--- src/rtl/checkpoint_ctrl_pkg.sv ---
// checkpoint_ctrl_pkg: shared types and sizes for the branch checkpoint controller
package checkpoint_ctrl_pkg;
  localparam int CKPT_NUM = 8;
  localparam int CKPT_IDX_W = $clog2(CKPT_NUM);
  localparam int CKPT_TAG_W = 4;
  typedef logic [CKPT_IDX_W-1:0] ckpt_idx_t;
  typedef logic [CKPT_TAG_W-1:0] rob_tag_t;
  typedef enum logic {CK_RUN, CK_RECOVER} ckpt_state_e;
endpackage

--- src/rtl/checkpoint_ctrl_tag_match.sv ---
// ckpt_tag_match: oldest-first CAM of a ROB tag over the live checkpoint slots
module ckpt_tag_match
  import checkpoint_ctrl_pkg::*;
#(
  parameter int NUM_CKPT = CKPT_NUM,
  parameter int IDX_W = $clog2(NUM_CKPT),
  parameter int TAG_W = CKPT_TAG_W
) (
  input  logic [NUM_CKPT-1:0] valid,
  input  logic [TAG_W-1:0]    tags [NUM_CKPT],
  input  logic [IDX_W-1:0]    head,
  input  logic [TAG_W-1:0]    key,
  output logic                hit,
  output logic [IDX_W-1:0]    idx
);
  logic [IDX_W-1:0] s;
  // Walk youngest to oldest so the match nearest head is written last.
  always_comb begin
    hit = 1'b0;
    idx = '0;
    s = '0;
    for (int i = NUM_CKPT - 1; i >= 0; i--) begin
      s = head + IDX_W'(i);
      if (valid[s] && tags[s] == key) begin
        hit = 1'b1;
        idx = s;
      end
    end
  end
endmodule

--- src/rtl/checkpoint_ctrl.sv ---
// checkpoint_ctrl: in-order allocation, retirement and mispredict recovery of branch checkpoint slots
module checkpoint_ctrl
  import checkpoint_ctrl_pkg::*;
#(
  parameter int NUM_CKPT = CKPT_NUM,
  parameter int IDX_W = $clog2(NUM_CKPT),
  parameter int TAG_W = CKPT_TAG_W
) (
  input  logic             clk,
  input  logic             reset,
  input  logic             alloc_req,
  input  logic [TAG_W-1:0] alloc_tag,
  output logic             alloc_gnt,
  output logic [IDX_W-1:0] alloc_idx,
  output logic             ckpt_full,
  input  logic             resolve_valid,
  input  logic [TAG_W-1:0] resolve_tag,
  input  logic             resolve_mispred,
  output logic             restore_valid,
  output logic [IDX_W-1:0] restore_idx,
  output logic             tag_miss,
  output logic [IDX_W:0]   occupancy
);
  ckpt_state_e          state;
  logic [IDX_W-1:0]     head, tail, hit_idx;
  logic [IDX_W:0]       count;
  logic [NUM_CKPT-1:0]  valid, done, kill;
  logic [TAG_W-1:0]     tag [NUM_CKPT];
  logic                 hit, run, mis, retire;
  ckpt_tag_match #(.NUM_CKPT(NUM_CKPT), .IDX_W(IDX_W), .TAG_W(TAG_W)) u_match (
    .valid(valid), .tags(tag), .head(head), .key(resolve_tag), .hit(hit), .idx(hit_idx)
  );
  assign run = state == CK_RUN;
  assign mis = resolve_valid && resolve_mispred;
  assign ckpt_full = count == (IDX_W+1)'(NUM_CKPT);
  assign alloc_gnt = alloc_req && !ckpt_full && run && !mis;
  assign alloc_idx = tail;
  assign occupancy = count;
  assign retire = run && count != '0 && valid[head] && done[head] && !(mis && hit);
  // Slots at or beyond the mispredicted one in age order are squashed.
  always_comb begin
    kill = '0;
    for (int j = 0; j < NUM_CKPT; j++)
      kill[j] = valid[j] && IDX_W'(IDX_W'(j) - head) >= IDX_W'(hit_idx - head);
  end
  always_ff @(posedge clk) begin
    if (!reset) begin
      state <= CK_RUN;
      head <= '0;
      tail <= '0;
      count <= '0;
      valid <= '0;
      done <= '0;
      for (int i = 0; i < NUM_CKPT; i++) tag[i] <= '0;
      restore_valid <= 1'b0;
      restore_idx <= '0;
      tag_miss <= 1'b0;
    end else if (!run) begin
      state <= CK_RUN;
      restore_valid <= 1'b0;
      tag_miss <= 1'b0;
    end else begin
      tag_miss <= resolve_valid && !hit;
      if (mis && hit) begin
        state <= CK_RECOVER;
        restore_valid <= 1'b1;
        restore_idx <= hit_idx;
        valid <= valid & ~kill;
        done <= done & ~kill;
        tail <= hit_idx;
        count <= {1'b0, IDX_W'(hit_idx - head)};
      end else begin
        if (resolve_valid && hit) done[hit_idx] <= 1'b1;
        if (alloc_gnt) begin
          valid[tail] <= 1'b1;
          done[tail] <= 1'b0;
          tag[tail] <= alloc_tag;
          tail <= tail + IDX_W'(1);
        end
        if (retire) begin
          valid[head] <= 1'b0;
          done[head] <= 1'b0;
          head <= head + IDX_W'(1);
        end
        count <= count + (IDX_W+1)'(alloc_gnt) - (IDX_W+1)'(retire);
      end
    end
  end
endmodule

--- config.mk ---
export PLATFORM = sky130hd
export DESIGN_NAME = checkpoint_ctrl
export DESIGN_NICKNAME = d
export VERILOG_FILES = /design/src/rtl/checkpoint_ctrl_pkg.sv /design/src/rtl/checkpoint_ctrl_tag_match.sv /design/src/rtl/checkpoint_ctrl.sv
export SDC_FILE = /design/constraint.sdc
export NUM_CORES = 1
export LEC_CHECK = 0
export CAP_MARGIN = 20
export CORE_MARGIN = 3
export CORE_UTILIZATION = 63
export CTS_CLUSTER_DIAMETER = 40
export DETAILED_ROUTE_END_ITERATION = 7
export GPL_ROUTABILITY_DRIVEN = 1
export GPL_TIMING_DRIVEN = 0
export PLACE_DENSITY = 0.88
export SYNTH_ARGS = -nofsm -noshare
export SYNTH_HDL_FRONTEND = slang
export SYNTH_SLANG_ARGS = --single-unit
--- constraint.sdc ---
create_clock -name clk -period 7.4 [get_ports clk]
set_clock_uncertainty 0.05 [all_clocks]
set_input_delay 1.85 -clock clk [delete_from_list [all_inputs] [get_ports clk]]
set_output_delay 1.85 -clock clk [all_outputs]
set_load 0.03 [all_outputs]
==> Flow_metrics.wiki <==
{| class="wikitable"
! Metric !! Value
|-
| Seq. cell area || 1280 µm²
|-
| Remaining DRCs || 0
|-
| Primary flip-flop cell chosen by synthesis mapping || dfxtp_1
|-
| Top cell type's share of synthesized area || 19.6%
|-
| Sequential element share of the synthesized area || 19.6%
|-
| Combined area of all synthesized cells || 6540 µm²
|-
| Grt total ovfl || 0
|-
| Number of filler instances in the final layout || 750
|-
| Source-to-sink clock delay at the later pin of the worst-skew pair || 0.37 ns
|-
| Maximum single-stage delay on the critical path || 0.64 ns
|-
| Number of optimization iterations in the first detailed-route pass || 7
|-
| Critical path data arrival time || 7.33 ns
|-
| Yosys synthesis warning count || 0
|-
| Pre-CTS WS || -0.0334 ns
|-
| Post-synth EDFFs || 0
|-
| Kind of capture point of the worst setup path || flip-flop
|-
| Count of state elements after synthesis || 64
|-
| Average cell area after synthesis || 9.17 µm²
|-
| Most common cell in the netlist || mux2i_1
|-
| Compound-cell area share of the yosys netlist || 17.5%
|-
| Basic-gate share of the synthesized area counting and, or, nand and nor cells || 17.0%
|-
| Chip height || 108 µm
|-
| Count of mapped cells out of synthesis || 713
|-
| Row count || 36
|-
| Final Hold Vio Count || 0
|-
| Static leakage || 2.40 nW
|-
| Standard cell area after detailed placement || 6890 µm²
|-
| Share of post-route cells with drive strength above 1 || 16.9%
|-
| Mux share of post-synthesis cell area || 29.0%
|-
| Final WS setup || 0.297 ns
|-
| Layer with the highest usage || met2
|-
| Class of the tightest hold or removal check || flip-flop to flip-flop
|-
| Max capacitance violation total || 0
|-
| Area Growth Syn to Fin || 9.24%
|-
| Xor and xnor area share after synthesis || 4.92%
|-
| Run status || finished clean
|-
| Die W || 108 µm
|-
| Final Slew Violations || 0
|-
| Overall via count from detail_route || 6359
|-
| Clock-pin transition on the worst setup and hold timing paths || 0.08 ns
|-
| Drt first-iter violations || 788
|-
| Number of antenna violations at the first check in global routing || 0
|-
| Clock tree sinks || 64
|-
| Cell count after placement || 864
|-
| FFs w/ async S/R, synth || 0%
|-
| Reg2Reg Setup Slack || 0.30 ns
|-
| TritonCTS clock tree || built
|-
| CP Launch Type || flip-flop
|-
| Crit Path Max Fanout || 10
|-
| Slew of the pin with the lowest slew margin || 1.08 ns
|-
| Final worst path period share || 96.0%
|-
| GRT met2 Usage || 55.0%
|-
| H-Tree Level Count || 3
|-
| Maximum buffer depth of the clock tree || 2
|-
| Global placement routability congestion || 1.01
|-
| Setup violations, final || 0
|-
| Met1 routing resource usage after global routing || 49.4%
|-
| Boundary Pins || 27
|-
| Category of the critical setup timing path || flip-flop to flip-flop
|-
| DP Wirelength || 15700 µm
|-
| Die footprint || 11600 µm²
|-
| Post-synth top area cell || dfxtp_1
|-
| Final cell count without fillers || 880
|-
| Via count of the first global-routing pass || 5982
|-
| Final WL || 21100 µm
|-
| Buffer and inverter count on the worst path || 6
|-
| Final min period || 7.10 ns
|-
| First-pass GRT wire length || 32500 µm
|-
| List of cells traversed by the critical path || buf_6 -> buf_12 -> buf_8 -> inv_1 -> ha_1 -> buf_2 -> buf_2 -> mux4_2 -> mux2i_1 -> xor2_1 -> nand2_1 -> or4_1 -> a41oi_1 -> o221ai_1 -> a21oi_4 -> fa_1 -> ha_1 -> a21oi_2 -> o21ai_1 -> a21oi_1 -> nor2_1 -> a211oi_1
|-
| Via/cell ratio || 7.23
|-
| Post-DRT Antenna Nets || 0
|-
| Floorplan Core Area || 9950 µm²
|-
| Largest net degree at the start of global routing || 12
|-
| Top cells by area in the synthesized netlist || dfxtp_1, mux4_2, mux2i_1, ha_1, nor2_1
|-
| Slowest stage cell on the critical path || fa_1
|-
| Post-Synth Adder-Cell Area || 5.55%
|-
| Total CTS buffers || 9
|-
| Worst rel slew slack || 28.0%
|-
| Critical path required time || 7.63 ns
|-
| Largest family of logic cells by synthesized area || multiplexers
|-
| Initial core utilization || 65.7%
|-
| Synth top cells by count || mux2i_1, nor2_1, dfxtp_1, nand2_1, mux4_2
|-
| Maximum ir drop on the vdd rail || 0.154 mV
|-
| Total non-filler cell area in the finished layout || 7140 µm²
|-
| Area used by multi-input combinational logic || 4870 µm²
|-
| Cell at the root of the clock tree || clkbuf_8
|-
| CP delay by family, top || compound AO/OA/AOI/OAI gates
|-
| Unrepaired setup endpoints after global routing || no
|-
| Syn_nets || 753
|-
| GR Util met3 || 11.6%
|-
| Total of buffers placed on input and output ports || 18
|-
| Total routing usage reported by global routing || 36.7%
|-
| ANT cells || 0
|-
| Final layout net count || 783
|-
| Maximum clock frequency || 141 MHz
|-
| Post-DR wirelength/cell || 24.0 µm
|-
| Number of distinct standard cells referenced by the synthesized netlist || 87
|-
| Power density cells || 129 nW/µm²
|}
==> worst register-to-register path: cells and delay by family, from the launching register on <==
kind	cells	cell delay (ns)
AO/OA/AOI/OAI	7	1.87
adder cells (fa/ha/maj)	3	1.49
buffers and inverters	6	1.48
AND/OR/NAND/NOR	3	0.81
flip-flops	1	0.57
multiplexers	2	0.57
XOR/XNOR	1	0.19
==> flip-flops by register name (all words and copies together), names as in the netlist <==
name,flops
tag,32
head,3
tag_miss,1
restore_idx,3
valid,8
state,1
alloc_idx,3
restore_valid,1
occupancy,4
done,8
==> metal layers <==
layer	vias up	part of all wire, %
li1	2758	-
met1	2989	38
met2	521	44
met3	91	14
met4	0	3.5
met5	-	0
==> cell type report <==
class / count / share of cell area [%]
plain buffers: 49 / 4.26
multi-input cells: 570 / 68.1
well taps: 133 / 2.33
clock inverters: 3 / 0.911
inverters: 30 / 1.63
repair buffers: 19 / 2.63
clock buffers: 12 / 2.17
flip-flops and latches: 64 / 17.9
==> per-stage QoR <==
stage	power [mW]	setup TNS, ns	hold WS, ns	util, %
detailed placement	0.571	-0.0334	0.395	69.2
global route	0.946	0	0.432	71.8
floorplan	0.513	0	0.375	-
CTS	0.913	0	0.405	71.5
finish	0.918	0	0.407	71.8
global placement	0.565	0	0.388	69.2
==> worst paths after layout <==
| path | start | end | cells after the start |
|---|---|---|---|
| setup / recovery | head[1] | valid[7] | 22 |
| hold / removal | done[2] | done[2] | 2 |
| setup reg to reg | head[1] | valid[7] | 22 |
| hold reg to reg | done[2] | done[2] | 2 |
==> layout by cell type (no fill, tap or decap), drive strengths merged, types with 6 or more instances in the layout <==
cell	instances
xor2	18
o22ai	8
a31oi	11
nor4	6
a21o	7
ha	25
nand2	46
o21ai	30
and2	13
mux2i	81
nand3	13
inv	28
buf	26
a21oi	40
xnor2	17
a221oi	6
mux2	8
mux4	44
dfxtp	64
a211oi	9
clkdlybuf4s50	18
nor3	17
clkbuf	36
o211ai	6
nor2	71
nand2b	12
==> power by group <==
| group | internal [mW] | switching [mW] | leakage, nW | total, mW |
|---|---|---|---|---|
| logic | 0.0812 | 0.114 | 1.77 | 0.195 |
| registers | 0.358 | 0.0176 | 0.518 | 0.375 |
| clock network | 0.206 | 0.142 | 0.112 | 0.348 |
==> kinds of logic (layout without fill, tap and decap cells) <==
| family | after synthesis | count (layout) |
|---|---|---|
| AOI/OAI and AO/OA | 159 | 159 |
| xor gates and xnor gates | 35 | 35 |
| DFF | 64 | 64 |
| adders and majority gates | 28 | 28 |
| muxes | 133 | 133 |
| and+or+nand+nor | 215 | 215 |
| buffers and inverters | 79 | 113 |
==> what timing repair did <==
action	in CTS	in global routing
hold endpoints to repair	0	0
endpoints found under the setup margin	2	12
buffers inserted	0	1
pin swaps	0	1
hold buffers	0	0
gates resized for setup	1	5
No activity file was read; power rests on OpenSTA's default activity.
